--- src/rtl/mult_arb_pkg.sv ---
// Shared types and constants for the mult32x32 arbiter and its multiplier.
package mult_arb_pkg;

  localparam int OPER_W    = 32;
  localparam int PROD_W    = 64;
  localparam int N_REQ_MAX = 4;

  typedef enum logic [2:0] {
    ST_IDLE,
    ST_START,
    ST_WAIT_HI,
    ST_WAIT_LO,
    ST_DONE
  } state_e;

endpackage

--- src/rtl/mult_arb_pick.sv ---
// Combinational grant selector: first asserted request found when scanning
// upward (with wrap) from ptr. Tie ptr to zero for fixed lowest-index priority.
module mult_arb_pick #(
  parameter int N_REQ = 2,
  parameter int IDX_W = 1
) (
  input  logic [N_REQ-1:0] req,
  input  logic [IDX_W-1:0] ptr,
  output logic [N_REQ-1:0] gnt_oh,
  output logic [IDX_W-1:0] gnt_idx,
  output logic             gnt_any
);

  logic [IDX_W:0] cand;

  // rotate-and-scan search starting at the pointer
  always_comb begin
    gnt_oh  = '0;
    gnt_idx = '0;
    gnt_any = 1'b0;
    cand    = '0;
    for (int k = 0; k < N_REQ; k++) begin
      cand = {1'b0, ptr} + (IDX_W+1)'(k);
      if (cand >= (IDX_W+1)'(N_REQ)) begin
        cand = cand - (IDX_W+1)'(N_REQ);
      end
      if (!gnt_any && req[cand[IDX_W-1:0]]) begin
        gnt_any                 = 1'b1;
        gnt_idx                 = cand[IDX_W-1:0];
        gnt_oh[cand[IDX_W-1:0]] = 1'b1;
      end
    end
  end

endmodule

--- src/rtl/mult32x32_arb.sv ---
// Arbiter sharing one mult32x32 among N_REQ requesters.
// Build option MULT_ARB_RR_EN: round-robin grant with a rotating pointer;
// when undefined, fixed priority (lowest index wins) and no pointer register.
//
// state      | meaning
// -----------+-----------------------------------------------------------
// ST_IDLE    | waiting for any req_valid; grant and latch operands on exit
// ST_START   | mul_start high, req_ready pulses to the granted requester
// ST_WAIT_HI | waiting for the multiplier to raise busy
// ST_WAIT_LO | waiting for busy to drop; capture product on exit
// ST_DONE    | rsp_valid pulses to the granted requester
module mult32x32_arb
  import mult_arb_pkg::*;
#(
  parameter int N_REQ = 2
) (
  input  logic                    clk,
  input  logic                    reset,
  input  logic [N_REQ-1:0]        req_valid,
  input  logic [N_REQ*OPER_W-1:0] req_a,
  input  logic [N_REQ*OPER_W-1:0] req_b,
  output logic [N_REQ-1:0]        req_ready,
  output logic [N_REQ-1:0]        rsp_valid,
  output logic [PROD_W-1:0]       rsp_product,
  output logic                    mul_start,
  output logic [OPER_W-1:0]       mul_a,
  output logic [OPER_W-1:0]       mul_b,
  input  logic                    mul_busy,
  input  logic [PROD_W-1:0]       mul_product
);

  localparam int IDX_W = (N_REQ > 1) ? $clog2(N_REQ) : 1;

  state_e            state_q, state_d;
  logic [N_REQ-1:0]  grant_oh_q, grant_oh_d;
  logic [OPER_W-1:0] mul_a_q, mul_a_d;
  logic [OPER_W-1:0] mul_b_q, mul_b_d;
  logic [PROD_W-1:0] rsp_product_q, rsp_product_d;

  logic [N_REQ-1:0]  pick_oh;
  logic [IDX_W-1:0]  pick_idx;
  logic              pick_any;
  logic [IDX_W-1:0]  pick_ptr;

  logic [OPER_W-1:0] req_a_arr [N_REQ];
  logic [OPER_W-1:0] req_b_arr [N_REQ];

  for (genvar g = 0; g < N_REQ; g++) begin : g_unpack
    assign req_a_arr[g] = req_a[g*OPER_W +: OPER_W];
    assign req_b_arr[g] = req_b[g*OPER_W +: OPER_W];
  end

`ifdef MULT_ARB_RR_EN
  logic [IDX_W-1:0] ptr_q, ptr_d;
  assign pick_ptr = ptr_q;
`else
  assign pick_ptr = '0;
`endif

  mult_arb_pick #(
    .N_REQ (N_REQ),
    .IDX_W (IDX_W)
  ) u_pick (
    .req     (req_valid),
    .ptr     (pick_ptr),
    .gnt_oh  (pick_oh),
    .gnt_idx (pick_idx),
    .gnt_any (pick_any)
  );

  // state and datapath registers
  always_ff @(posedge clk) begin
    if (reset) begin
      state_q       <= ST_IDLE;
      grant_oh_q    <= '0;
      mul_a_q       <= '0;
      mul_b_q       <= '0;
      rsp_product_q <= '0;
`ifdef MULT_ARB_RR_EN
      ptr_q         <= '0;
`endif
    end else begin
      state_q       <= state_d;
      grant_oh_q    <= grant_oh_d;
      mul_a_q       <= mul_a_d;
      mul_b_q       <= mul_b_d;
      rsp_product_q <= rsp_product_d;
`ifdef MULT_ARB_RR_EN
      ptr_q         <= ptr_d;
`endif
    end
  end

  // next state; operands only load in IDLE so they hold through the run
  always_comb begin
    state_d       = state_q;
    grant_oh_d    = grant_oh_q;
    mul_a_d       = mul_a_q;
    mul_b_d       = mul_b_q;
    rsp_product_d = rsp_product_q;
`ifdef MULT_ARB_RR_EN
    ptr_d         = ptr_q;
`endif
    case (state_q)
      ST_IDLE: begin
        if (pick_any) begin
          state_d    = ST_START;
          grant_oh_d = pick_oh;
          mul_a_d    = req_a_arr[pick_idx];
          mul_b_d    = req_b_arr[pick_idx];
`ifdef MULT_ARB_RR_EN
          ptr_d      = (pick_idx == IDX_W'(N_REQ-1)) ? '0 : pick_idx + IDX_W'(1);
`endif
        end
      end
      ST_START:   state_d = ST_WAIT_HI;
      ST_WAIT_HI: if (mul_busy) state_d = ST_WAIT_LO;
      ST_WAIT_LO: begin
        if (!mul_busy) begin
          rsp_product_d = mul_product;
          state_d       = ST_DONE;
        end
      end
      ST_DONE:    state_d = ST_IDLE;
      default:    state_d = ST_IDLE;
    endcase
  end

  // state-decoded pulses, steered by the latched one-hot grant
  always_comb begin
    req_ready = '0;
    rsp_valid = '0;
    mul_start = 1'b0;
    case (state_q)
      ST_START: begin
        req_ready = grant_oh_q;
        mul_start = 1'b1;
      end
      ST_DONE:  rsp_valid = grant_oh_q;
      default:  ;
    endcase
  end

  assign mul_a       = mul_a_q;
  assign mul_b       = mul_b_q;
  assign rsp_product = rsp_product_q;

endmodule
--- config.mk ---
export PLATFORM = sky130hd
export DESIGN_NAME = mult32x32_arb
export DESIGN_NICKNAME = d
export VERILOG_FILES = /design/src/rtl/mult_arb_pkg.sv /design/src/rtl/mult_arb_pick.sv /design/src/rtl/mult32x32_arb.sv
export SDC_FILE = /design/constraint.sdc
export NUM_CORES = 1
export LEC_CHECK = 0
export ABC_AREA = 1
export BUFFER_PORTS_ARGS = -buffer_cell sky130_fd_sc_hd__buf_4
export CAP_MARGIN = 0
export CORE_AREA = 8 8 123 125
export CTS_CLUSTER_DIAMETER = 100
export DETAILED_ROUTE_END_ITERATION = 10
export DIE_AREA = 0 0 131 133
export GPL_ROUTABILITY_DRIVEN = 0
export GPL_TIMING_DRIVEN = 0
export HOLD_SLACK_MARGIN = 0.05
export PLACE_DENSITY = 0.92
export SYNTH_ARGS = -nofsm -noshare
export SYNTH_HDL_FRONTEND = slang
export SYNTH_SLANG_ARGS = --single-unit
--- constraint.sdc ---
create_clock -name clk -period 3 [get_ports clk]
set_input_delay 0.3 -clock clk [delete_from_list [all_inputs] [get_ports clk]]
set_output_delay 0.3 -clock clk [all_outputs]
set_load 0.01 [all_outputs]
==> flow_metrics.env <==
export IMPL_regArea_um2=2663
export IMPL_utilization=0.6989
export IMPL_synthCells=936
export IMPL_grt_max_degree=17
export IMPL_drt_iter0_markers=391
export IMPL_antenna_cells=0
export IMPL_seq_area_frac_synth=0.4545
export IMPL_fin_setup_tns_ns=0
export IMPL_wl_per_cell_um=15.34
export IMPL_ys_types=15
export IMPL_drive_above_1_share=0.3061
export IMPL_start_util=0.4477
export IMPL_clock_path_buffers=2
export IMPL_num_vias=6939
export IMPL_htreeDepth=4
export IMPL_timing_max_slew_rel_slack=0.6232
export IMPL_rsz0062_at_grt="false"
export IMPL_max_freq_mhz=546.7
export IMPL_num_rows=42
export IMPL_cts_root_buffer_cell="clkbuf_16"
export IMPL_grt_pass1_wl_um=34010
export IMPL_nFillCells=1035
export IMPL_synth_seq_cells=133
export IMPL_mostFrequentLayoutCells="331 x buf_4, 330 x nand2_1, 269 x nor2_1"
export IMPL_synth_top_area_frac=0.4545
export IMPL_cts_sinks=133
export IMPL_final_nets=1481
export IMPL_status="finished clean"
export IMPL_via_per_inst=4.711
export IMPL_grt_ovfl_total=0
export IMPL_ir_drop_mv=0.4423
export IMPL_p_leak_nw=5.119
export IMPL_postCtsHoldBufs=0
export IMPL_crit_fanout=6
export IMPL_cts_tree="built"
export IMPL_die_w_um=131
export IMPL_clk_pin_slew_worst_paths_ns=0.06
export IMPL_track_usage=0.2511
export IMPL_maxCapViolCount=0
export IMPL_die_h_um=133
export IMPL_numCtsBuffers=17
export IMPL_worst_pin_slew_ns=0.5653
export IMPL_synth_area_um2=5858
export IMPL_ioPinCount=330
export IMPL_final_common_cell="buf_4"
export IMPL_holdCritPathClass="input pin to flop"
export IMPL_core_area_um2=13090
export IMPL_drt_wl_total_um=22600
export IMPL_finalCritPeriodShare=0.6098
export IMPL_drt_drc_violations_left=0
export IMPL_syn_to_final_growth_pct=56.11
export IMPL_io_buffers=329
export IMPL_grt_pass1_vias=6976
export IMPL_arrival_ns=1.53
export IMPL_cts_setup_buffers=0
export IMPL_clock_skew_ns=0.009681
export IMPL_period_minus_slack_ns=1.829
export IMPL_ctsResizeCount=0
export IMPL_dieArea_um2=17420
export IMPL_powerDensity_nw_per_um2=648.9
export IMPL_syn_num_nets=1133
export IMPL_required_ns=2.70
export IMPL_multi_input_area_um2=2630
export IMPL_dp_hpwl_um=17120
export IMPL_hold_viol=0
export IMPL_cp_end_kind="primary output"
export IMPL_postRouteAntennaNets=0
export IMPL_dr_pass1_iters=5
export IMPL_antenna_found_initial=0
export IMPL_clk_latency_ns=0.42
export IMPL_setup_violations_final=0
export IMPL_syn_area_per_cell_um2=6.259
export IMPL_worst_setup_path_start_kind="flop"
export IMPL_synth_top_area_cell="dfxtp_1"
export IMPL_critical_path_class="flop to primary output"
export IMPL_yosys_top_cells_area="dfxtp_1 45%, nand2_1 21%, nor2_1 17%"
export IMPL_ys_warn_count=0
export IMPL_slew_viol_final=0
==> layer usage <==
metal  part of all wire  track usage
met1               0.35       0.2329
met4              0.034       0.1232
met2               0.50       0.4503
met5                  0            0
met3               0.12       0.1141
==> synth_stat cells, drive strengths merged <==
library cell / instances
clkbuf: 21
nor2: 269
nand2: 330
inv: 75
nand3: 5
o21ai: 64
buf: 34
nor3: 2
a21oi: 2
dfxtp: 133
nand4: 1
==> critical path, cell delays in order (launching register included) <==
cell,delay [ns]
dfxtp_1,0.43
nand3_1,0.18
nor2_1,0.31
buf_4,0.19
==> power breakdown <==
part / total (mW) / internal [mW] / switching (mW) / leakage, nW
sequential: 2.16 / 2.02 / 0.135 / 1.09
clock: 2.09 / 1.24 / 0.848 / 0.285
combinational: 1.69 / 0.773 / 0.916 / 3.74
==> path summary, 6_finish.rpt <==
path                        start         endpoint  slack, ns  cells after the start
hold reg to reg     grant_oh_q[1]    grant_oh_q[1]       0.46                      2
setup / recovery       state_q[0]     req_ready[1]       1.17                      3
hold / removal    mul_product[25]  rsp_product[25]        0.1                      3
setup reg to reg       state_q[1]  rsp_product[62]       1.51                      7
==> kinds of logic (layout without fill, tap and decap cells) <==
| kind of cell | Yosys count | count (layout) | share of synthesized area |
|---|---|---|---|
| flip-flops | 133 | 133 | 0.4545 |
| buffers and inverters | 130 | 491 | 0.09654 |
| AO/OA/AOI/OAI | 66 | 66 | 0.05639 |
| AND/OR/NAND/NOR | 607 | 607 | 0.3926 |
==> final cells by class <==
type | instances | share of cell area
Inverter | 75 | 0.03078
Timing Repair Buffer | 329 | 0.2701
Sequential cell | 133 | 0.2911
Buffer | 55 | 0.03106
Clock buffer | 17 | 0.04652
Clock inverter | 15 | 0.01874
Tap cell | 176 | 0.02408
Multi-Input combinational cell | 673 | 0.2876
==> stage by stage <==
step / cell area, um^2 / instances / setup WS [ns] / hold WS (ns) / power (mW)
global placement: 8548 / 1441 / 1.258 / 0.4498 / 3.819
detailed placement: 8548 / 1441 / 1.249 / 0.4555 / 3.867
CTS: 9145 / 1473 / 1.157 / 0.08731 / 5.968
finish: 9145 / 1473 / 1.171 / 0.09921 / 5.934
global route: 9145 / 1473 / 1.077 / 0.07653 / 6.254
floorplan: 5858 / 936 / 1.764 / 0.3691 / 3.037
==> sequential cells by signal, indices dropped and copies added (netlist names) <==
name,flops
rsp_product,64
grant_oh_q,2
mul_b,32
state_q,3
mul_a,32
Note: power is estimated with default switching activity, not from simulation.
